### src/rtl/instr_fetch.sv
// Instruction fetch unit: assembles big-endian 32-bit words from a byte-wide
// instruction memory (one byte per cycle) and queues them with their byte
// address. A redirect input flushes the queue and restarts fetching.
// Optional feature macro FETCH_PREDECODE_EN: j/jal opcodes in a pushed word
// steer the next fetch address, and the entry is tagged pred_taken.
module instr_fetch #(
   parameter int unsigned DEPTH    = 4,
   parameter logic [7:0]  RESET_PC = 8'd0
) (
   input  logic        clk,
   input  logic        rst_n,
   output logic [7:0]  mem_addr,
   input  logic [7:0]  mem_data,
   output logic [31:0] instr,
   output logic [7:0]  instr_pc,
   output logic        instr_valid,
   input  logic        instr_ready,
   input  logic        redirect,
   input  logic [7:0]  redirect_pc,
   output logic [3:0]  fifo_count,
   output logic        pred_taken
);

   localparam int unsigned AW      = $clog2(DEPTH);
   localparam logic [3:0]  DEPTH_C = 4'(DEPTH);

   typedef enum logic {ST_ASM, ST_WAIT} state_e;

   state_e        state_q, state_d;
   logic [1:0]    cnt_q, cnt_d;
   logic [7:0]    fetch_pc_q, fetch_pc_d;
   logic [23:0]   buf_q, buf_d;
   logic [AW-1:0] wr_ptr_q, wr_ptr_d, rd_ptr_q, rd_ptr_d;
   logic [3:0]    count_q, count_d;
   logic [7:0]    qpc_q   [DEPTH];
   logic [7:0]    qpc_d   [DEPTH];
   logic [31:0]   qword_q [DEPTH];
   logic [31:0]   qword_d [DEPTH];
`ifdef FETCH_PREDECODE_EN
   logic          qpred_q [DEPTH];
   logic          qpred_d [DEPTH];
   logic          is_jump;
`endif

   logic          assembling;
   logic          push;
   logic          pop;
   logic [31:0]   word;
   logic [7:0]    next_pc;

   assign instr_valid = (count_q != 4'd0);
   assign mem_addr    = fetch_pc_q + {6'b0, cnt_q};
   assign fifo_count  = count_q;
   assign instr       = instr_valid ? qword_q[rd_ptr_q] : '0;
   assign instr_pc    = instr_valid ? qpc_q[rd_ptr_q] : '0;
`ifdef FETCH_PREDECODE_EN
   assign pred_taken  = instr_valid ? qpred_q[rd_ptr_q] : 1'b0;
`else
   assign pred_taken  = 1'b0;
`endif

   // Next-state: byte assembly, queue push/pop and redirect flush
   always_comb begin
      // A WAIT cycle with room in the queue doubles as the cnt=0 byte read,
      // so assembly resumes in the very cycle after a pop frees a slot.
      assembling = (state_q == ST_ASM) || (count_q < DEPTH_C);
      word       = {buf_q, mem_data};
      push       = assembling && (cnt_q == 2'd3) && !redirect;
      pop        = instr_valid && instr_ready && !redirect;
`ifdef FETCH_PREDECODE_EN
      is_jump    = (word[31:26] == 6'b010101) || (word[31:26] == 6'b010110);
      next_pc    = is_jump ? {word[5:0], 2'b00} : fetch_pc_q + 8'd4;
`else
      next_pc    = fetch_pc_q + 8'd4;
`endif
      state_d    = state_q;
      cnt_d      = cnt_q;
      fetch_pc_d = fetch_pc_q;
      buf_d      = buf_q;
      wr_ptr_d   = wr_ptr_q;
      rd_ptr_d   = rd_ptr_q;
      count_d    = count_q;
      qpc_d      = qpc_q;
      qword_d    = qword_q;
`ifdef FETCH_PREDECODE_EN
      qpred_d    = qpred_q;
`endif
      if (redirect) begin
         state_d    = ST_ASM;
         cnt_d      = 2'd0;
         fetch_pc_d = redirect_pc;
         wr_ptr_d   = '0;
         rd_ptr_d   = '0;
         count_d    = 4'd0;
      end else begin
         if (assembling) begin
            cnt_d = cnt_q + 2'd1;
            case (cnt_q)
               2'd0:    buf_d[23:16] = mem_data;
               2'd1:    buf_d[15:8]  = mem_data;
               2'd2:    buf_d[7:0]   = mem_data;
               default: buf_d        = buf_q;
            endcase
         end
         if (push) begin
            qpc_d[wr_ptr_q]   = fetch_pc_q;
            qword_d[wr_ptr_q] = word;
`ifdef FETCH_PREDECODE_EN
            qpred_d[wr_ptr_q] = is_jump;
`endif
            wr_ptr_d          = wr_ptr_q + 1'b1;
            fetch_pc_d        = next_pc;
         end
         if (pop) begin
            rd_ptr_d = rd_ptr_q + 1'b1;
         end
         count_d = count_q + {3'b0, push} - {3'b0, pop};
         if (push && (count_d == DEPTH_C)) begin
            state_d = ST_WAIT;
         end else if (assembling) begin
            state_d = ST_ASM;
         end else begin
            state_d = ST_WAIT;
         end
      end
   end

   // State registers with synchronous active-low reset
   always_ff @(posedge clk) begin
      if (!rst_n) begin
         state_q    <= ST_ASM;
         cnt_q      <= 2'd0;
         fetch_pc_q <= RESET_PC;
         buf_q      <= '0;
         wr_ptr_q   <= '0;
         rd_ptr_q   <= '0;
         count_q    <= 4'd0;
         for (int unsigned i = 0; i < DEPTH; i++) begin
            qpc_q[i]   <= '0;
            qword_q[i] <= '0;
`ifdef FETCH_PREDECODE_EN
            qpred_q[i] <= 1'b0;
`endif
         end
      end else begin
         state_q    <= state_d;
         cnt_q      <= cnt_d;
         fetch_pc_q <= fetch_pc_d;
         buf_q      <= buf_d;
         wr_ptr_q   <= wr_ptr_d;
         rd_ptr_q   <= rd_ptr_d;
         count_q    <= count_d;
         qpc_q      <= qpc_d;
         qword_q    <= qword_d;
`ifdef FETCH_PREDECODE_EN
         qpred_q    <= qpred_d;
`endif
      end
   end

endmodule
### config.mk
export PLATFORM = sky130hd
export DESIGN_NAME = instr_fetch
export DESIGN_NICKNAME = d
export VERILOG_FILES = /design/src/rtl/instr_fetch.sv
export SDC_FILE = /design/constraint.sdc
export NUM_CORES = 1
export LEC_CHECK = 0
export ABC_AREA = 0
export CAP_MARGIN = 0
export CORE_ASPECT_RATIO = 0.6
export CORE_MARGIN = 5
export CORE_UTILIZATION = 50
export DETAILED_ROUTE_END_ITERATION = 12
export PLACE_DENSITY_LB_ADDON = 0.2
export SYNTH_ARGS = -nofsm -noshare
export SYNTH_HDL_FRONTEND = slang
export SYNTH_SLANG_ARGS = --single-unit
### constraint.sdc
create_clock -name clk -period 3.9 [get_ports clk]
set_input_delay 0.78 -clock clk [delete_from_list [all_inputs] [get_ports clk]]
set_output_delay 0.78 -clock clk [all_outputs]
set_load 0.01 [all_outputs]
==> impl_metrics.tcl <==
set metrics [dict create \
    outcome "complete, no violations" \
    detail_route.vias_per_cell 5.38 \
    postSynth.topFlopCell "sky130_fd_sc_hd__dfxtp_1" \
    postSynthRegisterBits 203 \
    final_slew_viol_count 0 \
    synth-edff-count 0 \
    design.portCount 74 \
    rsz_0062_raised_after_global_routing "no" \
    synthDominantCellAreaShare_pct 43.2 \
    placed_wire_length_estimate_after_detailed_placement_um 14100 \
    tritoncts_num_sinks 203 \
    grt_start_max_net_pins 130 \
    power_density_mw_per_mm2 391 \
    clk_latency_ns 0.49 \
    drv.max_cap_violation_count 0 \
    relSlewSlack_pct 51.5 \
    antenna_violations_before_repair 0 \
    seqCellArea_mm2 0.00407 \
    h-tree-depth 1 \
    drt-initial-drc-count 550 \
    nFillCells 1672 \
    initial_core_util_pct 51.4 \
    layout-drive-gt1-share_pct 8.64 \
    clock-root-buffer "sky130_fd_sc_hd__clkbuf_16" \
    finalWeightedCongestion 0.792 \
    tritoncts "done" \
    total_overflow_reported_by_the_global_router 0 \
    multi_input_comb_area_mm2 0.00478 \
    clock_tree.buffer_depth 3 \
    cp.required_ns 3.12 \
    transition_time_at_the_pin_with_the_least_slew_margin_ns 0.728 \
    async_flop_share_pct 0 \
    chipHeight_um 116 \
    maximum_fanout_along_the_worst_path 24 \
    grt_usage_pct 21.2 \
    coreArea_mm2 0.0183 \
    arrival_ns 2.83 \
    worstHoldPathType "register to register" \
    grt_pass1_wl_um 37700 \
    timing.final.setup_violations 0 \
    post-synth-top-area-cell "sky130_fd_sc_hd__dfxtp_1" \
    std_cell_rows 38 \
    synth_fp_nets 1053 \
    grt_pass1_vias 6987 \
    insertedDiodeCount 0 \
    ant_nets 0 \
    routed_wl_um 23100 \
    route.detailed.drc 0 \
    maxClockFrequency_mhz 277 \
    skew_ns 0.0128 \
    layout.nets 1080 \
    portBuffers 72 \
    post_synth_instance_area_mm2 0.00942 \
    iteration_count_of_the_initial_detailed_routing_pass 5 \
    clock_transition_at_the_registers_of_the_reported_paths_ns 0.06 \
    synthesis.yosys.warnings 0 \
    setup_total_negative_slack_ns 0 \
    dieWidth_um 187 \
    syn-mean-instance-area_um2 9.28 \
    final.hold.worst_slack_ns 0.451 \
    floorplan.die_area_mm2 0.0218 \
    cts_buf_count 20 \
    cts_hold_repair.buffers 0 \
    leakage_nw 3.79 \
    synth.lib_cells_used.distinct 37 \
    setup.worst_path.class "register to output pin" \
    setup.reg_to_reg.worst_slack_ns 0.74 \
    timing.critical_path.to_type "output pin" \
    synth_sequential_area_ratio_pct 43.2 \
    synth_area_leaders "sky130_fd_sc_hd__dfxtp_1, sky130_fd_sc_hd__nand2_1, sky130_fd_sc_hd__a21boi_1, sky130_fd_sc_hd__mux4_2, sky130_fd_sc_hd__and2_1" \
    area.growth.synth_to_final_pct 14.1 \
    via_count 6962 \
    cts_post_setup_buffers_inserted 0 \
    final_period_utilization_pct 92.5 \
    routed_wire_length_per_instance_um 17.9 \
    layout_min_cycle_time_ns 3.61 \
    postSynthCellCount 1015 \
    total_power_mw 4.20 \
    report.final.hold_viol_count 0 \
    largest_voltage_drop_on_the_vdd_net_mv 0.286 \
    startpoint_type "register" \
    post_cts.resized_instances 0 \
]
layer usage:
metal / up-vias / track usage [%] / part of all wire [%]
met2: 160 / 33.5 / 43
li1: 3417 / - / -
met1: 3363 / 31.6 / 51
met4: 0 / 3.45 / 1.1
met5: - / 0 / 0
met3: 22 / 3.35 / 5.1
logic make-up after synthesis:
family	Yosys count	share of synthesized area [%]
simple gates	434	20.2
flops	203	43.2
compound gates	177	13.9
buf+inv	99	6.05
mux	66	12.5
fa+ha+maj	18	2.55
xor+xnor	17	1.58
other cells	1	0.0398
cell type report:
| type | instances | area share (%) |
|---|---|---|
| Inverter | 14 | 0.512 |
| Sequential cell | 203 | 37.8 |
| Multi-Input combinational cell | 713 | 44.5 |
| Timing Repair Buffer | 90 | 8.41 |
| Tap cell | 240 | 2.79 |
| Clock buffer | 32 | 5.83 |
| Clock inverter | 1 | 0.105 |
through the flow:
step	instances	cell area, um^2	util [%]	setup WS, ns
finish	1293	10700	58.7	0.291
global route	1293	10700	58.7	0.0707
global placement	1260	10100	55.2	0.443
floorplan	1015	9420	-	0.964
CTS	1293	10700	58.7	0.244
detailed placement	1260	10100	55.2	0.374
sequential cells by signal, indices dropped and copies added (netlist names):
name and cells:
buf_q 24, cnt_q 2, fetch_pc_q 8, fifo_count 4
qpc_q 32, qword_q 128, rd_ptr_q 2, state_q 1
wr_ptr_q 2
cell usage after synthesis (all sizes together), types with 2 or more instances:
| cell | number |
|---|---|
| nand2 | 327 |
| dfxtp | 203 |
| a21boi | 160 |
| buf | 53 |
| and2 | 43 |
| mux4 | 40 |
| clkbuf | 32 |
| nor2b | 29 |
| mux2i | 26 |
| ha | 16 |
| inv | 14 |
| xnor2 | 10 |
| a21oi | 8 |
| nand3 | 8 |
| nor2 | 7 |
| xor2 | 7 |
| nand4 | 6 |
| and3 | 4 |
| and4 | 4 |
| o21ai | 4 |
| nand2b | 3 |
| fa | 2 |
| o211a | 2 |
worst paths after layout:
path                                          startpoint                        to  cells after the start
worst max-delay path            fifo_count[2]$_SDFF_PP0_               instr_pc[6]                      6
worst min-delay path            qword_q[45]$_SDFFE_PN0P_  qword_q[45]$_SDFFE_PN0P_                      2
worst max register to register  fifo_count[2]$_SDFF_PP0_        state_q$_SDFF_PP0_                     11
worst min register to register  qword_q[45]$_SDFFE_PN0P_  qword_q[45]$_SDFFE_PN0P_                      2
critical path: stages (launching register included):
cell and delay (ns):
sky130_fd_sc_hd__dfxtp_1 0.32, sky130_fd_sc_hd__inv_1 0.06, sky130_fd_sc_hd__ha_1 0.23, sky130_fd_sc_hd__or3b_1 0.65, sky130_fd_sc_hd__buf_4 0.35, sky130_fd_sc_hd__and2_1 0.16
sky130_fd_sc_hd__clkdlybuf4s50_1 0.54
placed cells by master, fill, tap and decap left out, types with 5 or more instances in the layout:
master / count
sky130_fd_sc_hd__a21boi_1: 160
sky130_fd_sc_hd__nand3_1: 5
sky130_fd_sc_hd__mux4_2: 36
sky130_fd_sc_hd__ha_1: 16
sky130_fd_sc_hd__inv_1: 13
sky130_fd_sc_hd__and2_1: 43
sky130_fd_sc_hd__clkdlybuf4s50_1: 71
sky130_fd_sc_hd__nor2_1: 7
sky130_fd_sc_hd__nand2_1: 326
sky130_fd_sc_hd__nor2b_1: 29
sky130_fd_sc_hd__buf_4: 15
sky130_fd_sc_hd__xor2_1: 7
sky130_fd_sc_hd__clkbuf_16: 21
sky130_fd_sc_hd__mux2i_1: 26
sky130_fd_sc_hd__xnor2_1: 10
sky130_fd_sc_hd__a21oi_1: 8
sky130_fd_sc_hd__dfxtp_1: 201
sky130_fd_sc_hd__clkbuf_1: 5
sky130_fd_sc_hd__nand4_1: 6
sky130_fd_sc_hd__clkbuf_8: 6
where the power goes:
group | switching [mW] | total, mW | internal [mW]
Sequential | 0.0331 | 2.12 | 2.09
Combinational | 0.0824 | 0.168 | 0.0855
Clock | 0.809 | 1.91 | 1.10
Total | 0.924 | 4.20 | 3.27
(Power assumes the default switching activity.)
